File: src/rtl/motor_deadtime_insert.sv
// Gate-drive dead-time inserter: per-phase FSM that keeps high and low side
// switches mutually exclusive with a programmable both-off gap on every release.
module motor_deadtime_phase #(
  parameter int K_DTWIDTH = 8
) (
  input  logic                 clk,
  input  logic                 rst_n,
  input  logic                 enable,
  input  logic                 fault_clr,
  input  logic [K_DTWIDTH-1:0] deadtime,
  input  logic [1:0]           req,
  output logic [1:0]           cmd,
  output logic                 dead,
  output logic                 fault
);
  typedef enum logic [1:0] {IDLE, HS_ON, LS_ON, DEAD} state_t;

  localparam logic [1:0] REQ_HS = 2'b01;
  localparam logic [1:0] REQ_LS = 2'b10;

  state_t               state, state_nxt;
  logic [K_DTWIDTH-1:0] cnt, cnt_nxt;
  logic                 fault_set;

  always_comb begin
    state_nxt = state;
    cnt_nxt   = cnt;
    fault_set = enable && (req == 2'b11);
    case (state)
      IDLE: begin
        if (enable) begin
          if (req == REQ_HS)      state_nxt = HS_ON;
          else if (req == REQ_LS) state_nxt = LS_ON;
        end
      end
      HS_ON: begin
        if (!enable || req != REQ_HS) begin
          state_nxt = DEAD;
          cnt_nxt   = deadtime;
        end
      end
      LS_ON: begin
        if (!enable || req != REQ_LS) begin
          state_nxt = DEAD;
          cnt_nxt   = deadtime;
        end
      end
      DEAD: begin
        // Request is only looked at on the exit cycle; while disabled the
        // only way out is IDLE.
        if (cnt != '0)                      cnt_nxt   = cnt - 1'b1;
        else if (enable && req == REQ_HS)   state_nxt = HS_ON;
        else if (enable && req == REQ_LS)   state_nxt = LS_ON;
        else                                state_nxt = IDLE;
      end
      default: begin
        state_nxt = DEAD;
        cnt_nxt   = '1;
      end
    endcase
  end

  // Outputs are registered from state_nxt so the pads see flop outputs only,
  // with no decode glitch while the state bits change.
  always_ff @(posedge clk or negedge rst_n) begin
    if (!rst_n) begin
      state <= DEAD;
      cnt   <= '1;
      cmd   <= 2'b00;
      dead  <= 1'b1;
      fault <= 1'b0;
    end else begin
      state <= state_nxt;
      cnt   <= cnt_nxt;
      cmd   <= {state_nxt == LS_ON, state_nxt == HS_ON};
      dead  <= (state_nxt == DEAD);
      if (fault_set)      fault <= 1'b1;
      else if (fault_clr) fault <= 1'b0;
    end
  end
endmodule

module motor_deadtime_insert #(
  parameter int K_NPHASE  = 3,
  parameter int K_DTWIDTH = 8
) (
  input  logic                  i_clk,
  input  logic                  i_rst_n,
  input  logic                  i_enable,
  input  logic [K_DTWIDTH-1:0]  i_deadtime,
  input  logic                  i_fault_clr,
  input  logic [2*K_NPHASE-1:0] i_cmd,
  output logic [2*K_NPHASE-1:0] o_cmd,
  output logic [K_NPHASE-1:0]   o_dead,
  output logic [K_NPHASE-1:0]   o_fault
);
  for (genvar k = 0; k < K_NPHASE; k++) begin : g_ph
    motor_deadtime_phase #(.K_DTWIDTH(K_DTWIDTH)) u_ph (
      .clk       (i_clk),
      .rst_n     (i_rst_n),
      .enable    (i_enable),
      .fault_clr (i_fault_clr),
      .deadtime  (i_deadtime),
      .req       (i_cmd[2*k +: 2]),
      .cmd       (o_cmd[2*k +: 2]),
      .dead      (o_dead[k]),
      .fault     (o_fault[k])
    );
  end
endmodule
File: config.mk
export PLATFORM = sky130hd
export DESIGN_NAME = motor_deadtime_insert
export DESIGN_NICKNAME = d
export VERILOG_FILES = /design/src/rtl/motor_deadtime_insert.sv
export SDC_FILE = /design/constraint.sdc
export NUM_CORES = 1
export LEC_CHECK = 0
export ABC_AREA = 1
export CAP_MARGIN = 20
export CORE_MARGIN = 1
export CORE_UTILIZATION = 60
export DETAILED_ROUTE_END_ITERATION = 6
export PLACE_DENSITY = 0.9
export SYNTH_ARGS = -nofsm -noshare
export SYNTH_HDL_FRONTEND = slang
export SYNTH_SLANG_ARGS = --single-unit
File: constraint.sdc
create_clock -name i_clk -period 3.8 [get_ports i_clk]
set_input_delay 0.57 -clock i_clk [delete_from_list [all_inputs] [get_ports i_clk]]
set_output_delay 0.57 -clock i_clk [all_outputs]
set_load 0.005 [all_outputs]
==> flow_summary.yaml, run 1 <==
global_routing:
  busiest_layer: "met2"
  grt_max_degree: 43
  grtUsageMet1: 0.366
  met2_usage: 0.438
  overflow: 0
  grt_use_met3: 0.0557
  grt_use_total: 0.282
  grt_pass1_vias: 2107
  grt_pass1_wl_microns: 9290
  antenna_found_initial: 0
logic_synthesis:
  post_synth_instance_area_sq_mm: 0.00258
  ys_seq_area_frac: 0.423
  synth_seq_cells: 42
  syn-num-nets: 380
  ys.warnings.count: 0
  yosys.cell_types.count: 27
  syn_avg_cell_area_sq_um: 7.19
  synth_cells: 359
critical_path:
  crit_path_start_kind: "flip-flop"
  path_class: "reg2reg"
  timing.critical_path.cells: "inv_1 > ha_1 > inv_1 > nor2_1 > nand2_2 > nor2_2 > nor2_2 > nand2_2 > inv_1 > nand2_1 > nand2_1"
  r2r-end: "g_ph[1].u_ph.cnt[6]"
  cp_max_fo: 11
  required_ns: 4.04
  endpoint_kind: "flip-flop"
  worst_path_most_repeated_cell: "inv_1"
  cp_slowest_cell: "dfstp_2"
  ff2ff_path_depth: 11
  critPathMaxStageDelay_ns: 0.54
  rrSetupSlack_ns: 1.88
  cp.arrival_ns: 2.16
  r2r-start: "g_ph[1].u_ph.cnt[0]"
clock_network:
  clk_pin_slew_ns: 0.08
  clockBufferDepth: 2
  clk_latency_ns: 0.30
  post-cts-setup-buffer-count: 0
  cts_hold_buf: 0
  clock_sinks: 42
  clock-root-buffer: "clkbuf_8"
  cts_buffers: 5
  cts_tree: "yes"
  htree_levels: 2
  ctsResizeCount: 0
cells_and_area:
  fin_util: 0.728
  area_growth_pct: 14.4
  layout-drive-gt1-share: 0.189
  antennaDiodeCount: 0
  layout.nets: 406
detailed_routing:
  drtIter0Drc: 238
  wl_per_cell_microns: 13.0
  dr.pass1.iters: 5
  drt_wl_total_microns: 5690
  route.detailed.drc: 0
  antenna_left: 0
  post_drt_via_cell_ratio: 5.30
  vias: 2311
timing:
  period_minus_slack_ns: 1.92
  report.final.hold_viol_count: 0
  period_share: 0.506
  rsz0062_at_grt: "no"
  max_clock_freq_mhz: 520
  worst_slack_ns: 1.88
  finalSetupViolCount: 0
  max_slew.worst_pin.slew_ns: 0.925
  slew_viol_final: 0
  setup_tns_ns: 0
  fin_skew_ns: 0.0101
  slew_headroom: 0.383
die:
  ioPinCount: 30
  rows: 23
  die_x_microns: 67.6
  die_area_sq_mm: 0.00457
  start_util: 0.636
  core_sq_mm: 0.00406
  fp.dieH_microns: 67.6
pwr:
  leakage_nw: 1.51
  ir_drop_v: 0.000407
  power.density_mw_per_mm2: 681
place:
  gp_congestion: 0.863
  pre_cts_ws_ns: 1.60
  detailed_place_hpwl_microns: 4230
  port-buffer-count: 29
run_status:
  status: "complete, no violations"
worst_hold_path:
  hp-class: "in2async"
flow_run:
  drv_cap: 0
## registers in the layout, summed over array words and instances, names as in the netlist
register         count
g_ph.u_ph.state      6
g_ph.u_ph.cnt       24
g_ph.u_ph.fault      3
g_ph.u_ph.dead       3
g_ph.u_ph.cmd        6
## worst max path at each step
stage | startpoint | end | slack, ns
2_1_floorplan | g_ph[0].u_ph.cnt[0] | g_ph[0].u_ph.cnt[4] | 2.28
3_3_place_gp | i_enable | g_ph[0].u_ph.cnt[7] | 1.69
3_5_place_dp | i_enable | g_ph[1].u_ph.cnt[6] | 1.60
4_1_cts | g_ph[1].u_ph.cnt[0] | g_ph[1].u_ph.cnt[6] | 1.88
5_1_grt | g_ph[1].u_ph.cnt[0] | g_ph[1].u_ph.cnt[6] | 1.69
6_report | g_ph[1].u_ph.cnt[0] | g_ph[1].u_ph.cnt[6] | 1.88
## cell usage in the layout, fill, tap and decap left out
master and count:
nand2_1 123, buf_2 1, ha_1 3, nor2_2 6, or2_2 1, o21ai_1 4
dfrtp_1 9, dfstp_2 33, o22ai_1 5, nand3_1 24, or2_1 1, nor2_1 26
o21ai_2 6, inv_4 1, nand2_4 1, clkbuf_8 8, o21bai_1 3, nor2_4 1
inv_2 2, o32ai_1 1, nand2_2 7, a21oi_1 7, nor3_2 2, clkdlybuf4s50_1 28
nand4_1 2, o21ai_0 19, nand3_2 4, inv_1 58
## Yosys cell counts, drive strengths merged
cell	instances	area share
nand2	131	0.20
inv	61	0.090
dfstp	33	0.34
nor2	33	0.057
o21ai	29	0.065
nand3	28	0.062
buf	10	0.033
dfrtp	9	0.087
a21oi	7	0.014
o22ai	5	0.012
ha	3	0.015
o21bai	3	0.0087
nand4	2	0.0048
nor3	2	0.0078
or2	2	0.0049
o32ai	1	0.0034
## critical path: cells and delay by family (launching register included)
family	cells	cell delay, ns
AND/OR/NAND/NOR	7	0.72
buffers and inverters	3	0.35
flip-flops	1	0.54
adder cells (fa/ha/maj)	1	0.22
## layout make-up
cell class	instances	area (sq um)
clock buffer	8	110
fill	309	1100
inverter	61	231
multi-input combinational	246	1170
sequential	42	1090
tap	50	62.6
timing repair buffer	29	285
## report_power, final
part           switching [mW]  internal (mW)  leakage (nW)
clock network           0.152          0.183        0.0575
logic                   0.516          0.331         0.982
registers               0.133          0.697         0.470
## metal layers
layer | vias up | wire length [microns]
met5 | - | 0
met2 | 74 | 2640
li1 | 1155 | -
met4 | 0 | 218
met1 | 1064 | 2530
met3 | 18 | 292
## metrics by stage
step / std cells / total power, mW / hold WS (ns) / instance area, sq um
2_1_floorplan: 359 / 1.47 / 0.274 / 2580
3_3_place_gp: 428 / 1.62 / 0.450 / 2840
3_5_place_dp: 428 / 1.67 / 0.458 / 2840
4_1_cts: 436 / 2.01 / 0.429 / 2950
5_1_grt: 436 / 2.17 / 0.482 / 2950
6_report: 436 / 2.01 / 0.422 / 2950
## cells by family (layout without fill, tap and decap cells)
group                      Yosys count  count (layout)  share of synthesized area
AOI/OAI and AO/OA                   45              45                      0.103
adders and majority gates            3               3                     0.0145
and+or+nand+nor                    198             198                      0.336
buffers and inverters               71              98                      0.123
DFF                                 42              42                      0.423
(Power assumes the default switching activity.)
==> inputs of run 2 (changes only) <==
Settings changed: CORE_UTILIZATION 60 to 56, PLACE_DENSITY 0.9 to 0.85.
Clock period 3.8 ns to 1.8 ns, I/O delays scaled along.
==> run 2 against run 1 <==
Compared with the run above: first-iteration DRC count grew 2.5%; clock skew decreased by 0.0056 ns; sequential share of layout area down 0.99 points; hold slack got worse by 0.39 ns; sequential cell count is the same; largest cell class unchanged.
==> flow_summary.yaml, run 2 (synthesis results as in run 1) <==
clock_network:
  clock-root-buffer: "clkbuf_8"
  cts_buffers: 5
  clockBufferDepth: 2
  clk_pin_slew_ns: 0.08
  cts_hold_buf: 0
  cts_tree: "yes"
  clock_sinks: 42
  clk_latency_ns: 0.30
  htree_levels: 2
cells_and_area:
  final_common_cell: "nand2_1"
  largest-register: "g_ph.u_ph.cnt"
  layout.nets: 416
  area_growth_pct: 17.5
  fin_util: 0.692
  fin_cells: 448
  final_cell_mix: "123 x nand2_1, 54 x inv_1, 33 x dfstp_2, 28 x clkdlybuf4s50_1, 25 x nor2_1"
  top_regs: "g_ph.u_ph.cnt (24), g_ph.u_ph.cmd (6), g_ph.u_ph.state (6)"
  antennaDiodeCount: 0
  layout-drive-gt1-share: 0.217
  largest_reg_flops: 24
timing:
  setup_tns_ns: 0
  period_minus_slack_ns: 1.75
  finalSetupViolCount: 0
  max_clock_freq_mhz: 573
  max_slew.worst_pin.slew_ns: 0.515
  fin_skew_ns: 0.00455
  worst_slack_ns: 0.0546
  slew_headroom: 0.657
  period_share: 0.970
  report.final.hold_viol_count: 0
  slew_viol_final: 0
critical_path:
  ff2ff_path_depth: 11
  path_class: "reg2reg"
  cp.arrival_ns: 1.97
  rrSetupSlack_ns: 0.05
  cp_max_fo: 7
  endpoint_kind: "flip-flop"
  required_ns: 2.03
  r2r-start: "g_ph[0].u_ph.cnt[1]"
  crit_path_start_kind: "flip-flop"
  r2r-end: "g_ph[0].u_ph.cnt[0]"
global_routing:
  overflow: 0
  grt_pass1_vias: 2217
  grt_pass1_wl_microns: 9630
  antenna_found_initial: 0
  grt_use_total: 0.250
  grt_max_degree: 43
detailed_routing:
  post_drt_via_cell_ratio: 5.17
  vias: 2318
  wl_per_cell_microns: 12.5
  drtIter0Drc: 244
  drt_wl_total_microns: 5580
  dr.pass1.iters: 5
  antenna_left: 0
  route.detailed.drc: 0
pwr:
  leakage_nw: 1.55
  total_power_mw: 4.18
  power.density_mw_per_mm2: 1380
  ir_drop_v: 0.000725
die:
  rows: 24
  start_util: 0.589
  die_area_sq_mm: 0.00488
  fp.dieH_microns: 69.9
  ioPinCount: 30
  core_sq_mm: 0.00438
  die_x_microns: 69.9
place:
  detailed_place_hpwl_microns: 4100
  pre_cts_ws_ns: 0.00497
  place_inst: 436
  gp_congestion: 0.907
  port-buffer-count: 29
run_status:
  status: "complete, no violations"
flow_run:
  drv_cap: 0
worst_hold_path:
  hp-class: "in2async"
run 2: worst max path at each step:
stage	to	start	depth (start not counted)
finish	g_ph[0].u_ph.cnt[0]	g_ph[0].u_ph.cnt[1]	11
global route	g_ph[0].u_ph.cnt[3]	g_ph[0].u_ph.cnt[1]	11
CTS	g_ph[0].u_ph.cnt[7]	g_ph[0].u_ph.cnt[0]	11
detailed placement	g_ph[1].u_ph.cnt[5]	g_ph[1].u_ph.cnt[0]	11
global placement	g_ph[1].u_ph.cnt[7]	g_ph[1].u_ph.cnt[0]	11
floorplan	g_ph[0].u_ph.cnt[4]	g_ph[0].u_ph.cnt[0]	11
run 2: final cells by class:
class / count / area (sq um)
clock buffers: 8 / 80.1
fillers: 360 / 1350
inverters: 61 / 234
multi-input cells: 246 / 1190
flip-flops and latches: 42 / 1090
well taps: 52 / 65.1
repair buffers: 39 / 377
run 2: per-layer routing:
| metal | track usage | share of wire |
|---|---|---|
| met1 | 0.325 | 0.45 |
| met2 | 0.418 | 0.48 |
| met3 | 0.0491 | 0.052 |
| met4 | 0.0867 | 0.020 |
| met5 | 0 | 0 |
run 2: through the flow:
stage                     hold WS, ns  cell area (sq um)
after global routing           0.0729               3030
after detailed placement        0.369               2900
final                          0.0329               3030
after CTS                      0.0420               2980
after floorplan               -0.0256               2580
after global placement          0.359               2900
run 2: power breakdown:
group	internal, mW	switching, mW
logic	0.755	1.09
registers	1.47	0.275
clock network	0.276	0.312
run 2: critical path, cell delays in order, from the launching register on:
cell	delay [ns]
dfstp_2	0.55
inv_1	0.06
ha_2	0.20
inv_2	0.06
nor2_1	0.07
nand2_2	0.09
nor2_2	0.05
nor2_2	0.16
nand2_2	0.14
buf_6	0.17
nand2_1	0.06
nand2_1	0.06
run 2: what timing repair did:
| item | in CTS | in global routing |
|---|---|---|
| setup buffers | 0 | 4 |
| gates resized for setup | 1 | 9 |
| endpoints found under the setup margin | 4 | 15 |
| pin swaps | 0 | 4 |
==> inputs of run 3 (changes only) <==
Settings changed: CORE_UTILIZATION 56 to 63, DONT_BUFFER_PORTS set to 1, PLACE_DENSITY 0.85 to 0.84.
==> run 3 against run 2 <==
Compared with the run above: wire length decreased by 1.4%; sequential power about the same; via count decreased by 3.1%; final area decreased by 8.8%; critical path type unchanged; highest routed layer unchanged.
==> flow_summary.yaml, run 3 (synthesis results as in run 1) <==
timing:
  period_minus_slack_ns: 1.71
  finalSetupViolCount: 0
  report.final.hold_viol_count: 0
  max_slew.worst_pin.slew_ns: 0.354
  max_clock_freq_mhz: 584
  slew_headroom: 0.762
  fin_skew_ns: 0.0155
  period_share: 0.952
  slew_viol_final: 0
global_routing:
  grt_use_total: 0.276
  antenna_found_initial: 0
  grt_pass1_vias: 1986
  overflow: 0
  grt_max_degree: 43
  grt_pass1_wl_microns: 8870
worst_hold_path:
  hp-class: "in2reg"
  hold_start: "i_fault_clr"
  whs_path_depth: 1
  holdPathEnd: "g_ph[2].u_ph.fault"
cells_and_area:
  final_cell_mix: "123 x nand2_1, 54 x inv_1, 33 x dfstp_2, 24 x nor2_1, 24 x nand3_1"
  num-fill-cells: 289
  final_common_cell: "nand2_1"
  largest_reg_flops: 24
  layout-drive-gt1-share: 0.236
  area_growth_pct: 7.17
  fin_cells: 417
  antennaDiodeCount: 0
  largest-register: "g_ph.u_ph.cnt"
  fin_util: 0.728
  layout.nets: 389
  top_regs: "g_ph.u_ph.cnt (24), g_ph.u_ph.cmd (6), g_ph.u_ph.state (6)"
detailed_routing:
  post_drt_via_cell_ratio: 5.38
  dr_wl_met3_microns: 362
  met2_length_microns: 2660
  route.detailed.drc: 0
  drt_wl_total_microns: 5500
  top_layer: "met4"
  antenna_left: 0
  drtIter0Drc: 145
  wl_met1_microns: 2380
  dr.pass1.iters: 5
  wl_per_cell_microns: 13.2
  vias: 2245
clock_network:
  clk_latency_ns: 0.30
  clock_sinks: 42
  clock-root-buffer: "clkbuf_8"
  clk_pin_slew_ns: 0.09
  htree_levels: 2
  clockBufferDepth: 2
  cts_tree: "yes"
  cts_buffers: 5
critical_path:
  r2r-end: "g_ph[1].u_ph.cnt[1]"
  required_ns: 2.03
  cp_max_fo: 6
  ff2ff_path_depth: 11
  crit_path_start_kind: "flip-flop"
  endpoint_kind: "flip-flop"
  rrSetupSlack_ns: 0.09
  r2r-start: "g_ph[1].u_ph.cnt[0]"
  path_class: "reg2reg"
  cp.arrival_ns: 1.95
place:
  gp_congestion: 0.938
  detailed_place_hpwl_microns: 3930
  place_inst: 402
  port-buffer-count: 0
die:
  rows: 22
  start_util: 0.680
  core_sq_mm: 0.00380
  ioPinCount: 30
  die_area_sq_mm: 0.00436
  fp.dieH_microns: 66.0
  die_x_microns: 66.0
pwr:
  ir_drop_v: 0.000881
  p_switching_mw: 1.66
  leakage_nw: 1.45
  p_comb_frac: 0.427
  total_power_mw: 4.09
  power.density_mw_per_mm2: 1480
  p_seq_frac: 0.428
  p_int_mw: 2.43
  p_sw_frac: 0.406
  clkPwrFrac: 0.145
run_status:
  status: "complete, no violations"
flow_run:
  drv_cap: 0
-- run 3: worst max-delay path by stage --
stage          cells past startpoint                start  slack, ns             endpoint
2_1_floorplan                     11  g_ph[0].u_ph.cnt[0]       0.28  g_ph[0].u_ph.cnt[4]
3_3_place_gp                      11  g_ph[1].u_ph.cnt[0]       0.09  g_ph[1].u_ph.cnt[7]
3_5_place_dp                      11  g_ph[1].u_ph.cnt[0]       0.05  g_ph[1].u_ph.cnt[5]
4_1_cts                           11  g_ph[1].u_ph.cnt[0]       0.03  g_ph[1].u_ph.cnt[6]
5_1_grt                           11  g_ph[1].u_ph.cnt[0]     -0.009  g_ph[1].u_ph.cnt[1]
6_report                          11  g_ph[1].u_ph.cnt[0]       0.09  g_ph[1].u_ph.cnt[1]
-- run 3: power by group through the flow --
stage / registers, mW / logic, mW / clock network, mW
2_1_floorplan: 1.68 / 1.41 / 0
3_3_place_gp: 1.74 / 1.60 / 0
3_5_place_dp: 1.75 / 1.64 / 0
4_1_cts: 1.74 / 1.68 / 0.603
5_1_grt: 1.79 / 2.02 / 0.649
6_report: 1.75 / 1.75 / 0.594
-- run 3: area by class of cell --
class	count	area, sq um	area share
clock buffers	8	80.1	0.0289
inverters	61	234	0.0846
well taps	48	60.1	0.0217
repair buffers	12	109	0.0393
flip-flops and latches	42	1090	0.395
multi-input cells	246	1190	0.431
-- run 3: repair_timing --
item                                    in CTS  in global routing
hold buffers                                 2                  0
endpoints found under the hold margin       42                  0
setup buffers                                0                  5
gates resized for setup                      0                 11
endpoints found under the setup margin       0                 20
-- run 3: critical path, stage by stage, from the launching register on --
cell     delay (ns)
dfstp_2        0.54
inv_1          0.07
ha_2           0.20
inv_2          0.06
nor2_2         0.05
nand2_2        0.09
nor2_2         0.05
nor2_2         0.16
nand2_2        0.15
buf_6          0.17
nand2_1        0.07
o21ai_2        0.05
-- run 3: layer usage --
metal  vias up  global-route usage
met2        80               0.423
met1      1036               0.362
met5         -                   0
met4         0               0.138
li1       1121                   -
met3         8              0.0672
-- run 3: per-stage QoR --
step / TNS (ns) / worst slack (ns) / hold slack [ns] / area [sq um]
5_1_grt: -0.0186 / -0.00911 / 0.0473 / 2770
3_3_place_gp: 0 / 0.0933 / -0.0248 / 2590
4_1_cts: 0 / 0.0335 / 0.0581 / 2700
2_1_floorplan: 0 / 0.276 / -0.0256 / 2580
6_report: 0 / 0.0872 / 0.0575 / 2770
3_5_place_dp: 0 / 0.0502 / -0.0248 / 2590
